===== src/rtl/simple_latch.sv =====
// Clocked bank of WIDTH independent SR storage cells with complementary outputs.
// S=R=1 is resolved by SR_POLICY and reported per bit and via a sticky flag.
module simple_latch #(
    parameter int WIDTH     = 1,
    parameter int SR_POLICY = 0,
    parameter     RESET_Q   = 1'b0
) (
    input  logic             clk,
    input  logic             rst_n,
    input  logic [WIDTH-1:0] s,
    input  logic [WIDTH-1:0] r,
    input  logic             clr_illegal,
    output logic [WIDTH-1:0] q,
    output logic [WIDTH-1:0] qbar,
    output logic [WIDTH-1:0] illegal,
    output logic             illegal_sticky
);

    // A single-bit RESET_Q is replicated across the bank; wider values are used as given.
    localparam logic [WIDTH-1:0] RESET_VAL =
        ($bits(RESET_Q) == 1) ? {WIDTH{RESET_Q[0]}} : WIDTH'(RESET_Q);

    logic [WIDTH-1:0] both;
    logic [WIDTH-1:0] conflict_val;
    logic [WIDTH-1:0] q_next;

    always_comb begin
        both = s & r;
        case (SR_POLICY)
            1:       conflict_val = '1;
            2:       conflict_val = '0;
            3:       conflict_val = ~q;
            default: conflict_val = q;
        endcase
        q_next = (~both & (s | (q & ~r))) | (both & conflict_val);
    end

    always_ff @(posedge clk or negedge rst_n) begin
        if (!rst_n) begin
            q              <= RESET_VAL;
            illegal        <= '0;
            illegal_sticky <= 1'b0;
        end else begin
            q              <= q_next;
            illegal        <= both;
            // A new conflict on the same edge as a clear keeps the flag set.
            illegal_sticky <= (illegal_sticky & ~clr_illegal) | (|both);
        end
    end

    assign qbar = ~q;

endmodule


===== config.mk =====
export PLATFORM = sky130hd
export DESIGN_NAME = simple_latch
export DESIGN_NICKNAME = d
export VERILOG_FILES = /design/src/rtl/simple_latch.sv
export SDC_FILE = /design/constraint.sdc
export NUM_CORES = 1
export LEC_CHECK = 0
export ABC_AREA = 1
export CORE_AREA = 4 4 41 43
export DETAILED_ROUTE_END_ITERATION = 6
export DIE_AREA = 0 0 45 47
export GPL_ROUTABILITY_DRIVEN = 1
export PLACE_DENSITY = 0.38
export SETUP_SLACK_MARGIN = 0.02
export SLEW_MARGIN = 20
export SYNTH_ARGS = -nofsm -noshare
export SYNTH_HDL_FRONTEND = slang
export SYNTH_SLANG_ARGS = --single-unit
export TNS_END_PERCENT = 20

===== constraint.sdc =====
create_clock -name clk -period 0.8 [get_ports clk]
set_input_delay 0.16 -clock clk [delete_from_list [all_inputs] [get_ports clk]]
set_output_delay 0.16 -clock clk [all_outputs]
set_load 0.1 [all_outputs]

After elaboration in Yosys (flattened, before gate mapping)
Index checks and enable logic that the tools add are counted.
{"block": "classes", "bitwise_logic": 12}
{"op": "AND 1 bit", "count": 5}
{"op": "NOT 1 bit", "count": 4}
{"op": "bitwise OR 1 bit", "count": 3}
{"block": "word_totals", "reg_bits": 3, "out_inout_bits": 4, "word_cells": 15}

Longest topological paths before layout
Gate-level depths: netlist (run 1).
{"block": "logic_depth", "ltp_word": 5, "depth_mapped": 2, "mapped_depth_nobuf": 2}

Worst setup path after synthesis (run 1)
Ideal clock, no wire load.
{"block": "synth_path", "kind": "flip-flop to output port", "startpoint": "register with a tool-made name", "endpoint": "output qbar", "path_buffers": 0, "path_stages_with_launch": 2, "required_time_ps": 640, "path_slack_ps": -963, "arrival_ps": 1603, "cell_sequence": "dfrtp_1 > inv_1"}
{"element": "to (decl)", "line": "14", "rtl": "output logic [WIDTH-1:0] qbar,"}

==> key figures, run 1 <==
Detailed routing
  – Vias post-DR: between 100 and 150
  – ANT nets after route: 0
  – Drt initial violations: 4
  – Final wirelength: approximately 300 um
  – First-pass detailed-route iteration total: 3
  – Drc violations: 0
  – WL/cell: 7.87 um
  – Avg Vias per Cell: 2.89

Synth
  – Main flop type after synthesis: dfrtp_1
  – Post-synthesis sequential area ratio: a little over two thirds
  – Syn. warnings: 0
  – Syn Std Cell Area: approximately 110 um2
  – Area leader, netlist: dfrtp_1
  – Synth cell types: 6
  – Cells after synthesis: 11
  – Post-Syn Nets: 16
  – #FFs+latches synth: 3
  – Synth area leaders: dfrtp_1 (70%), inv_1 (10%), nand2_1 (7.0%)
  – Most frequent cells after synthesis: dfrtp_1 (3), inv_1 (3), nand2_1 (2)
  – FFs w/ async S/R, synth: 100%
  – Synth top area share: between 60% and 70%
  – Post-synth EDFFs: 0
  – Syn avg cell area: around 9.8 um2

Layout
  – N_diodes: 0
  – Share of cells above drive strength 1: roughly 39%
  – Post-layout nets: 29
  – Synth-to-layout area growth: 160%
  – Fin cells: 38
  – Fillers: 149

Global routing
  – Global route hottest layer: met4
  – Antenna violations before repair: 0
  – GRT Util Overall: under 10%
  – Largest net degree at the start of global routing: 5
  – Met2 Track Usage GR: approximately 4.2%
  – Grt met3 use: 3.45%
  – Met1 GRT Util: between 3 and 4%
  – Vias in the first global route: 125
  – Grt ovf: 0
  – Global-route wire length before repair: between 400 and 500 um

STA
  – Final worst path period share: 144%
  – Min Tclk post-route: between 1000 and 1500 ps
  – Max_slew headroom: about nine tenths
  – Final Hold Fails: 0
  – Worst setup margin: -351 ps
  – Clk_skew: 0 ps
  – Slew @ Worst Pin: about 150 ps
  – RSZ-0062 raised after global routing: yes
  – Final slew viol count: 0
  – Max Clk Rate: ~0.87 GHz
  – Setup-failing EPs final: 4

Clock network
  – Post_cts resized: 0
  – Total CTS buffers: 3
  – Setup Fix Bufs, Post-CTS: 0
  – Root Driver: clkbuf_4
  – Clock latency on the worst-skew pair: 230 ps
  – Htree depth: 1
  – CTS Hold Bufs: 0
  – Sink Count: 3
  – CTS clk-pin slew, worst paths: around 40 ps
  – Longest Clk Path Bufs: 2
  – CTS tree: built

Placement
  – Port-buffer cells: 8
  – Post-Place Cells: 34
  – RePlAce Congestion: approximately 0.60

Worst setup path
  – Worst-path cell chain: clkinvlp_4 > buf_12
  – Max incr delay on CP: 500 ps
  – CP max stage cell: dfrtp_4
  – Worst setup EP type: output port
  – Delay-heaviest family, CP: flip-flops
  – Critical Path RT: roughly 640 ps
  – Critical path arrival: ~990 ps
  – Critical path class: flip-flop to output port
  – Critical path buffers and inverters: 2
  – Startpoint types: flip-flop
  – Crit-path max FO: 4

Floorplanning
  – Top Ports: 9
  – Die Area: between 2000 and 2500 um2
  – Core area: 1300 um2
  – Die height: around 47 um
  – Die outline width: approximately 45 um
  – Initial Util: 8.27%
  – FP Rows: 13

Power
  – Register share of total power: 26.7%
  – Clock share of power: between 30% and 40%
  – Power per cell area: between 2000 and 2500 nW/um2
  – Gate power share: between 30% and 40%
  – Internal power: between 0.0004 and 0.0005 W
  – Standby leakage power: roughly 0.12 nW
  – Sw Share: 36.0%
  – Overall Power: about 0.0007 W
  – IR drop worst, VDD: 533 uV
  – Switch Pwr: between 0.0002 and 0.0003 W

Job
  – Max Cap Violations: 0

Outcome
  – Outcome: finished, violations left
  – Failing checks: setup timing

Hold path
  – Hold Crit Class: input pin to async pin
## cells by family after synthesis
kind of cell           count (synthesis)  share of synthesized area, %
AO/OA/AOI/OAI                          2                          9.29
buffers and inverters                  3                          10.5
flip-flops                             3                          69.8
AND/OR/NAND/NOR                        3                          10.5
## power by group through the flow
stage	clock network, W	registers (W)	logic [W]
2_1_floorplan	0	0.000273	0.0000541
3_3_place_gp	0	0.000189	0.000251
3_5_place_dp	0	0.000189	0.000251
4_1_cts	0.000284	0.000187	0.000252
5_1_grt	0.000291	0.000189	0.000256
6_report	0.000264	0.000187	0.000249
## stage by stage
step | worst slack [ps] | utilization [%] | area [um2] | TNS (ps) | hold WS, ps
after floorplan | -484 | - | 115 | -1490 | -136
after global placement | -114 | 19.5 | 254 | -393 | 356
after detailed placement | -131 | 19.5 | 254 | -437 | 359
after CTS | -369 | 21.5 | 280 | -1020 | 108
after global routing | -378 | 21.5 | 280 | -1060 | 112
final | -351 | 21.5 | 280 | -954 | 115
## repair_timing
action / CTS / global route
pin swaps: 0 / 0
endpoints found under the setup margin: 4 / 5
gates cloned: 0 / 0
## final cells by class
| class | instances | area [um2] | area share, % |
|---|---|---|---|
| timing repair buffer | 8 | 120 | 42.9 |
| sequential | 3 | 78.8 | 28.1 |
| clock buffer | 4 | 26.3 | 9.37 |
| multi-input combinational | 5 | 21.3 | 7.59 |
| tap | 15 | 18.8 | 6.70 |
| inverter | 3 | 15.0 | 5.36 |
## layout by cell type (no fill, tap or decap)
| cell | instances |
|---|---|
| clkdlybuf4s50_1 | 4 |
| buf_12 | 4 |
| clkbuf_4 | 3 |
| nand2_1 | 2 |
| inv_1 | 2 |
| dfrtp_1 | 2 |
| clkinvlp_4 | 1 |
| o21ai_0 | 1 |
| nor2_1 | 1 |
| a21oi_1 | 1 |
| dfrtp_4 | 1 |
| clkbuf_1 | 1 |
## path summary, 6_finish.rpt
kind | endpoint | slack (ps) | depth (start not counted) | startpoint
setup / recovery | qbar | -350 | 2 | flip-flop
hold / removal | async pin | 120 | 1 | rst_n
setup reg to reg | flip-flop | 30 | 2 | flip-flop
hold reg to reg | illegal_sticky$_DFF_PN0_ | 570 | 2 | illegal_sticky$_DFF_PN0_
max in group asynchronous | async pin | 520 | 1 | rst_n
min in group clk | illegal_sticky$_DFF_PN0_ | 500 | 2 | clr_illegal
## metal layers
metal / share of wire, % / vias to the layer above / wire length [um]
met5: 0 / - / 0
met4: 0 / 0 / 0
met3: 20 / 0 / 60
met2: 41 / 8 / 124
met1: 38 / 47 / 114
li1: - / 55 / -
(Power assumes the default switching activity.)
==> run 2: changes to the inputs <==
--- a/config.mk
+++ b/config.mk
@@ -6,6 +6,7 @@
 export NUM_CORES = 1
 export LEC_CHECK = 0
 export ABC_AREA = 1
+export CAP_MARGIN = 20
 export CORE_AREA = 4 4 41 43
 export DETAILED_ROUTE_END_ITERATION = 6
 export DIE_AREA = 0 0 45 47
==> results of run 2 <==
Final layout, timing and power as in run 1 (identical DEF).
